## src/rtl/bits_stream_unpacker_pkg.sv

```systemverilog
// Shared constants and helpers for the bit-stream unpacker: default sizes,
// derived pointer/level widths and the bit-order reversal used for MSB-first output.
package bits_pkg;

  localparam int DEF_IN_W    = 32;
  localparam int DEF_DEPTH   = 32;
  localparam int DEF_MAX_LEN = 15;

  // Widest field the reversal helper handles; MAX_LEN must not exceed this.
  localparam int REV_W = 64;

  function automatic int level_width(input int depth, input int in_w);
    return $clog2(depth * in_w + 1);
  endfunction

  function automatic int ptr_width(input int depth, input int in_w);
    return $clog2(depth * in_w);
  endfunction

  function automatic logic [REV_W-1:0] reverse_bits(input logic [REV_W-1:0] v);
    logic [REV_W-1:0] r;
    r = '0;
    for (int i = 0; i < REV_W; i++) begin
      r[i] = v[REV_W-1-i];
    end
    return r;
  endfunction

endpackage

```

## src/rtl/bits_stream_unpacker_if.sv

```systemverilog
// Push/request handshake bundle between a word producer, the unpacker and
// a field consumer; master drives words and requests, slave is the unpacker.
interface bits_stream_unpacker_if
  import bits_pkg::*;
#(
  parameter int IN_W    = DEF_IN_W,
  parameter int MAX_LEN = DEF_MAX_LEN,
  parameter int LEN_W   = $clog2(MAX_LEN + 1)
);

  logic               pushin;
  logic [IN_W-1:0]    datain;
  logic               fullout;
  logic               reqin;
  logic [LEN_W-1:0]   reqlen;
  logic               reqready;
  logic               pushout;
  logic [LEN_W-1:0]   lenout;
  logic [MAX_LEN-1:0] dataout;

  modport master (
    output pushin, datain, reqin, reqlen,
    input  fullout, reqready, pushout, lenout, dataout
  );

  modport slave (
    input  pushin, datain, reqin, reqlen,
    output fullout, reqready, pushout, lenout, dataout
  );

endinterface

```

## src/rtl/bits_stream_unpacker_window_extract.sv

```systemverilog
// Combinational field extractor: pulls up to MAX_LEN bits starting at bit
// pointer rp out of the circular word buffer, zeroing bits above len.
module bits_window_extract
  import bits_pkg::*;
#(
  parameter int IN_W    = DEF_IN_W,
  parameter int DEPTH   = DEF_DEPTH,
  parameter int MAX_LEN = DEF_MAX_LEN,
  parameter int LEN_W   = $clog2(MAX_LEN + 1),
  parameter int PTR_W   = ptr_width(DEPTH, IN_W)
) (
  input  logic [IN_W-1:0]    mem [DEPTH],
  input  logic [PTR_W-1:0]   rp,
  input  logic [LEN_W-1:0]   len,
  output logic [MAX_LEN-1:0] field
);

  localparam int OFF_W = $clog2(IN_W);
  localparam int WP_W  = $clog2(DEPTH);

  logic [WP_W-1:0]   word_idx;
  logic [WP_W-1:0]   next_idx;
  logic [OFF_W-1:0]  bit_off;
  logic [2*IN_W-1:0] pair;

  // MAX_LEN < IN_W, so a field never touches more than two adjacent words;
  // next_idx wraps naturally, which makes fields across the buffer end contiguous.
  always_comb begin
    word_idx = rp[PTR_W-1:OFF_W];
    bit_off  = rp[OFF_W-1:0];
    next_idx = word_idx + 1'b1;
    pair     = {mem[next_idx], mem[word_idx]};
    field    = MAX_LEN'((pair >> bit_off) & ~({(2*IN_W){1'b1}} << len));
  end

endmodule

```

## src/rtl/bits_stream_unpacker.sv

```systemverilog
// Word-in, variable-length-field-out bit buffer with occupancy tracking,
// full/ready handshakes, sticky overflow and a two-edge field delivery pipeline.
module bits_stream_unpacker
  import bits_pkg::*;
#(
  parameter int IN_W      = DEF_IN_W,
  parameter int DEPTH     = DEF_DEPTH,
  parameter int MAX_LEN   = DEF_MAX_LEN,
  parameter int LEN_W     = $clog2(MAX_LEN + 1),
  parameter int MSB_FIRST = 0
) (
  input  logic                               clk,
  input  logic                               rst,
  bits_stream_unpacker_if.slave              bus,
  output logic [level_width(DEPTH, IN_W)-1:0] level,
  output logic                               ovf
);

  localparam int LVL_W = level_width(DEPTH, IN_W);
  localparam int PTR_W = ptr_width(DEPTH, IN_W);
  localparam int WP_W  = $clog2(DEPTH);
  localparam int TOTAL = DEPTH * IN_W;

  logic [IN_W-1:0]    mem_q [DEPTH];
  logic [IN_W-1:0]    mem_d [DEPTH];
  logic [WP_W-1:0]    wp_q, wp_d;
  logic [PTR_W-1:0]   rp_q, rp_d;
  logic [LVL_W-1:0]   level_q, level_d;
  logic               full_q, full_d;
  logic               ovf_q, ovf_d;

  logic               x_valid_q, x_valid_d;
  logic [LEN_W-1:0]   x_len_q, x_len_d;
  logic [MAX_LEN-1:0] x_field_q, x_field_d;

  logic               pushout_q, pushout_d;
  logic [LEN_W-1:0]   lenout_q, lenout_d;
  logic [MAX_LEN-1:0] dataout_q, dataout_d;

  logic [LEN_W-1:0]   len_sat;
  logic               reqready_c;
  logic               push_acc;
  logic               req_acc;
  logic [MAX_LEN-1:0] window;
  logic [MAX_LEN-1:0] ordered;

  // Oversized requests saturate; readiness uses the pre-push level only.
  always_comb begin
    len_sat = bus.reqlen;
    if (bus.reqlen > LEN_W'(MAX_LEN)) begin
      len_sat = LEN_W'(MAX_LEN);
    end
    reqready_c = level_q >= LVL_W'(len_sat);
    push_acc   = bus.pushin && !full_q;
    req_acc    = bus.reqin && reqready_c;
  end

  bits_window_extract #(
    .IN_W    (IN_W),
    .DEPTH   (DEPTH),
    .MAX_LEN (MAX_LEN),
    .LEN_W   (LEN_W),
    .PTR_W   (PTR_W)
  ) u_extract (
    .mem   (mem_q),
    .rp    (rp_q),
    .len   (len_sat),
    .field (window)
  );

  always_comb begin
    mem_d   = mem_q;
    wp_d    = wp_q;
    rp_d    = rp_q;
    ovf_d   = ovf_q | (bus.pushin & full_q);
    if (push_acc) begin
      mem_d[wp_q] = bus.datain;
      wp_d        = wp_q + 1'b1;
    end
    if (req_acc) begin
      rp_d = rp_q + PTR_W'(len_sat);
    end
    level_d = level_q + (push_acc ? LVL_W'(IN_W) : '0) - (req_acc ? LVL_W'(len_sat) : '0);
    full_d  = level_d > LVL_W'(TOTAL - IN_W);
  end

  // Stage one captures the raw field; stage two applies bit order and
  // presents it, so pushout rises two edges after acceptance.
  always_comb begin
    x_valid_d = req_acc;
    x_len_d   = req_acc ? len_sat : x_len_q;
    x_field_d = req_acc ? window  : x_field_q;

    if (MSB_FIRST != 0) begin
      ordered = MAX_LEN'(reverse_bits(REV_W'(x_field_q)) >> (REV_W - int'(x_len_q)));
    end else begin
      ordered = x_field_q;
    end

    pushout_d = x_valid_q;
    lenout_d  = x_valid_q ? x_len_q : lenout_q;
    dataout_d = x_valid_q ? ordered : dataout_q;
  end

  always_ff @(posedge clk or negedge rst) begin
    if (!rst) begin
      wp_q      <= '0;
      rp_q      <= '0;
      level_q   <= '0;
      full_q    <= 1'b0;
      ovf_q     <= 1'b0;
      x_valid_q <= 1'b0;
      x_len_q   <= '0;
      x_field_q <= '0;
      pushout_q <= 1'b0;
      lenout_q  <= '0;
      dataout_q <= '0;
    end else begin
      wp_q      <= wp_d;
      rp_q      <= rp_d;
      level_q   <= level_d;
      full_q    <= full_d;
      ovf_q     <= ovf_d;
      x_valid_q <= x_valid_d;
      x_len_q   <= x_len_d;
      x_field_q <= x_field_d;
      pushout_q <= pushout_d;
      lenout_q  <= lenout_d;
      dataout_q <= dataout_d;
    end
  end

  // Buffer contents are meaningless after reset, so storage carries no reset.
  always_ff @(posedge clk) begin
    mem_q <= mem_d;
  end

  assign bus.fullout  = full_q;
  assign bus.reqready = reqready_c;
  assign bus.pushout  = pushout_q;
  assign bus.lenout   = lenout_q;
  assign bus.dataout  = dataout_q;
  assign level        = level_q;
  assign ovf          = ovf_q;

endmodule
```

## src/flat_wrapper.sv

```systemverilog
// flat-port wrapper written by rule: the top's interface ports become plain ports
module bits_stream_unpacker_flat import bits_pkg::*;
#(
  parameter int IN_W      = DEF_IN_W,
  parameter int DEPTH     = DEF_DEPTH,
  parameter int MAX_LEN   = DEF_MAX_LEN,
  parameter int LEN_W     = $clog2(MAX_LEN + 1),
  parameter int MSB_FIRST = 0
)
  (clk, rst, level, ovf, bus_pushin, bus_datain, bus_reqin, bus_reqlen, bus_fullout, bus_reqready, bus_pushout, bus_lenout, bus_dataout);
  bits_stream_unpacker_if #(.IN_W(IN_W), .MAX_LEN(MAX_LEN), .LEN_W(LEN_W)) bus_i ();
  input  logic clk;
  input  logic rst;
  output logic [level_width(DEPTH, IN_W)-1:0] level;
  output logic ovf;
  input wire logic [$bits(bus_i.pushin)-1:0] bus_pushin;
  input wire logic [$bits(bus_i.datain)-1:0] bus_datain;
  input wire logic [$bits(bus_i.reqin)-1:0] bus_reqin;
  input wire logic [$bits(bus_i.reqlen)-1:0] bus_reqlen;
  output wire logic [$bits(bus_i.fullout)-1:0] bus_fullout;
  output wire logic [$bits(bus_i.reqready)-1:0] bus_reqready;
  output wire logic [$bits(bus_i.pushout)-1:0] bus_pushout;
  output wire logic [$bits(bus_i.lenout)-1:0] bus_lenout;
  output wire logic [$bits(bus_i.dataout)-1:0] bus_dataout;
  assign bus_i.pushin = bus_pushin;
  assign bus_i.datain = bus_datain;
  assign bus_i.reqin = bus_reqin;
  assign bus_i.reqlen = bus_reqlen;
  assign bus_fullout = bus_i.fullout;
  assign bus_reqready = bus_i.reqready;
  assign bus_pushout = bus_i.pushout;
  assign bus_lenout = bus_i.lenout;
  assign bus_dataout = bus_i.dataout;
  bits_stream_unpacker #(.IN_W(IN_W), .DEPTH(DEPTH), .MAX_LEN(MAX_LEN), .LEN_W(LEN_W), .MSB_FIRST(MSB_FIRST)) u_core (.clk(clk), .rst(rst), .bus(bus_i), .level(level), .ovf(ovf));
endmodule
```

## config.mk

```make
export PLATFORM = sky130hd
export DESIGN_NAME = bits_stream_unpacker_flat
export DESIGN_NICKNAME = d
export VERILOG_FILES = /design/src/rtl/bits_stream_unpacker_pkg.sv /design/src/rtl/bits_stream_unpacker_if.sv /design/src/rtl/bits_stream_unpacker_window_extract.sv /design/src/rtl/bits_stream_unpacker.sv /design/src/flat_wrapper.sv
export SDC_FILE = /design/constraint.sdc
export NUM_CORES = 1
export LEC_CHECK = 0
export BUFFER_PORTS_ARGS = -buffer_cell sky130_fd_sc_hd__buf_4
export CORE_MARGIN = 2
export CORE_UTILIZATION = 40
export CTS_CLUSTER_DIAMETER = 120
export CTS_CLUSTER_SIZE = 30
export DETAILED_ROUTE_END_ITERATION = 7
export SLEW_MARGIN = 10
export SYNTH_ARGS = -nofsm -noshare
export SYNTH_HDL_FRONTEND = slang
export SYNTH_SLANG_ARGS = --single-unit
```

## constraint.sdc

```tcl
create_clock -name clk -period 5.8 [get_ports clk]
set_input_delay 1.74 -clock clk [delete_from_list [all_inputs] [get_ports clk]]
set_output_delay 1.74 -clock clk [all_outputs]
set_load 0.02 [all_outputs]
```

==> results.md <==
- Avg Inst Size Synth: around 16 sq um
- Number of synthesized flops with an enable pin: between 1k and 1.5k
- Total core area: approximately 120000 sq um
- DP HPWL: ~97 mm
- Util after Layout: between 40% and 50%
- Tot GR Track Use: 23.7%
- Clk root buf: clkbuf_16
- Synthesized area: 50000 sq um
- # port buffers: 73
- Die area: approximately 130000 sq um
- HP Class: reg -> reg
- Initial core utilization: between 40% and 50%
- Vias post-DR: 30.1k
- Final setup violation count: 0
- Commonest cells in the netlist: edfxtp_1 (1024), mux4_2 (251), nand2_1 (246), mux2i_1 (228), nor2_1 (102)
- Setup TNS: 0 ns
- Register area share after synthesis: about two thirds
- Length of the first detailed-routing pass in iterations: 6
- Least-Margin Pin Slew: between 1 and 1.5 ns
- Die height: ~360 microns
- FF-to-FF Start: u_core.rp_q[5]
- Routed wire length: roughly 150 mm
- Post-CTS sizing: 0
- Hold Path Cell Cnt: 1
- Share of the synthesized area in the top cell type: between 60 and 70%
- Clock buffer count from CTS: 43
- Final net count: roughly 3.2k
- Cell Chain, Critical Path: buf_4, inv_1, ha_1, nor2b_1, o21a_1, o21ai_0, a31oi_1, or2_2, buf_4
- Setup CP Type: in -> out
- Vias in the first global route: a little under 30k
- Top cells by area, synth: edfxtp_1 (62%), mux4_2 (11%), mux2i_1 (4.6%)
- Maximum clock path buffer count: 3
- Largest net degree at the start of global routing: 100
- Crit path max fanout: 3
- Hold-fix buffers at CTS: 0
- Clock Sinks: 1092
- Routed wire length per instance: 32.1 microns
- Startpoint Class: primary input
- GPL Wtd Cong: around 0.94
- Pins Over Slew Limit: 0
- Status: completed
- Number of diodes: 0
- RSZ-0062 raised after global routing: no
- FF-to-FF path depth: 11
- Post-CTS Setup Bufs: 0
- Worst path slowest cell: or2_2
- Worst R2R End: u_core.ordered[8]
- FP Rows: between 100 and 150
- Remaining DRCs: 0
- PwrDens: 511 nW/um^2
- Via-to-Cell Ratio: 6.32
- Area leader, netlist: edfxtp_1
- Arrival @ worst endpoint: roughly 3.3 ns
- DRT iter0 DRCs: 4176
- Buf/Inv on CP: 3
- Max-slew headroom: 21.3%
- Worst EP required: 4.06 ns
- First-pass GRT wire length: approximately 220 mm
- Max cap viols: 0
- FF-to-FF setup slack: 1.00 ns
- Final period util: 86.6%
- Max stage delay on crit path: roughly 0.28 ns
- Clk slew on worst S/H paths: about 0.11 ns
- Initial antenna violation count: 2
- Hold Violations, Final: 0
- DIE WIDTH: about 360 microns
- Post-synth top flop: edfxtp_1
- CTS tree: built
- Gr ovfl total: 0
- Top cell family by delay on the critical path: compound AO/OA/AOI/OAI gates
- Most frequent cell after synthesis: edfxtp_1
- Final ANT Viol Nets: 0
- VDD IR max: between 0.0003 and 0.0004 V
- Hold wc startpoint: u_core.ovf
- Asr flop ratio synth: 6.23%
- Worst setup EP type: output pin
- Most common cell on crit path: buf_4
- Syn-to-layout area delta: 8.29%
- Hold endpoint: u_core.ovf
- I/O pin cnt: 74
- Share of cells above drive strength 1: approximately a fifth
- Clock skew: roughly 0.034 ns
- Mapped Cells: 3066
- Insertion delay to the later sink of the worst-skew pair: about 0.7 ns
- Tmin final: 5.02 ns
- Post-synthesis cell type count: 98
- H-tree depth: 2
- Lkg Pwr: 17.7 nW
- Synthesized Nets: roughly 3.1k
- Peak Freq: between 0.15 and 0.2 GHz
- Yosys warns: 0
- Yosys reg bits: 1092
stage by stage:
stage                     setup WS [ns]  cells  cell area, sq um  hold slack, ns  power (mW)
after floorplan                  0.0468   3066             50000           0.352        19.0
after global placement            0.205   4711             52900           0.444        23.7
after detailed placement          0.184   4711             52900           0.453        23.7
after CTS                         0.758   4768             54100           0.482        27.5
after global routing              0.517   4768             54100           0.513        28.7
final                             0.779   4768             54100           0.482        27.6
layer usage:
layer | routed length, microns | GRT usage [%] | up-vias
li1 | - | - | 12500
met1 | 62400 | 33.1 | 15700
met2 | 70100 | 37.0 | 1644
met3 | 13600 | 4.06 | 293
met4 | 6840 | 9.32 | 0
met5 | 0 | 0 | -
cell type report:
cell class / instances / area (sq um)
Fill cell: 10800 / 69700
Sequential cell: 1092 / 32500
Multi-Input combinational cell: 1722 / 16400
Tap cell: 1637 / 2050
Timing Repair Buffer: 220 / 1840
Clock buffer: 50 / 1120
Inverter: 40 / 151
Clock inverter: 7 / 108
kinds of logic after synthesis:
| kind of cell | synth area share (%) |
|---|---|
| flops | 65.0 |
| simple gates | 5.94 |
| mux | 17.3 |
| compound gates | 7.56 |
| buf+inv | 2.89 |
| fa+ha+maj | 0.907 |
| xor+xnor | 0.481 |
report_power, final:
part           internal [mW]  switching (mW)
clock network           1.47            2.39
logic                   5.44            8.75
registers               9.07           0.525
cells in the final DEF, fill, tap and decap left out, types with 41 or more instances in the layout:
cell / synthesis / layout
a22oi_1: 74 / 74
dfrtp_1: 68 / 62
mux2i_1: 228 / 228
nor2_1: 102 / 69
mux2_2: 59 / 59
a21oi_1: 57 / 57
buf_4: 44 / 205
edfxtp_1: 1024 / 1024
nand2_1: 246 / 245
o21ai_0: 42 / 41
mux4_2: 251 / 251
nand3_1: 65 / 65
clkbuf_16: 0 / 44
worst register-to-register path, delay by kind of cell (launching register included):
kind	cells	cell delay, ns
buffers and inverters	1	0.33
xor gates and xnor gates	1	0.65
muxes	1	0.31
adders and majority gates	1	0.49
AOI/OAI and AO/OA	5	1.81
DFF	1	0.86
and+or+nand+nor	2	0.23
how the worst max path moves through the flow:
stage                   from                  to  slack (ns)  depth (start not counted)
6_report       bus_reqlen[1]        bus_reqready        0.78                          9
5_1_grt        bus_reqlen[1]  u_core.bus.fullout        0.52                         22
4_1_cts        bus_reqlen[1]        bus_reqready        0.76                          9
3_5_place_dp   bus_reqlen[1]  u_core.bus.fullout        0.18                         21
3_3_place_gp   bus_reqlen[1]  u_core.bus.fullout        0.20                         22
2_1_floorplan  bus_reqlen[1]  u_core.bus.fullout        0.05                         22
state kept, by name (all words and copies together) (netlist names):
| name | count |
|---|---|
| u_core.bus.dataout | 15 |
| u_core.bus.fullout | 1 |
| u_core.bus.lenout | 4 |
| u_core.bus.pushout | 1 |
| u_core.level | 11 |
| u_core.mem_q | 1024 |
| u_core.ordered | 15 |
| u_core.ovf | 1 |
| u_core.pushout_d | 1 |
| u_core.rp_q | 10 |
| u_core.wp_q | 5 |
| u_core.x_len_q | 4 |
(Power assumes the default switching activity.)
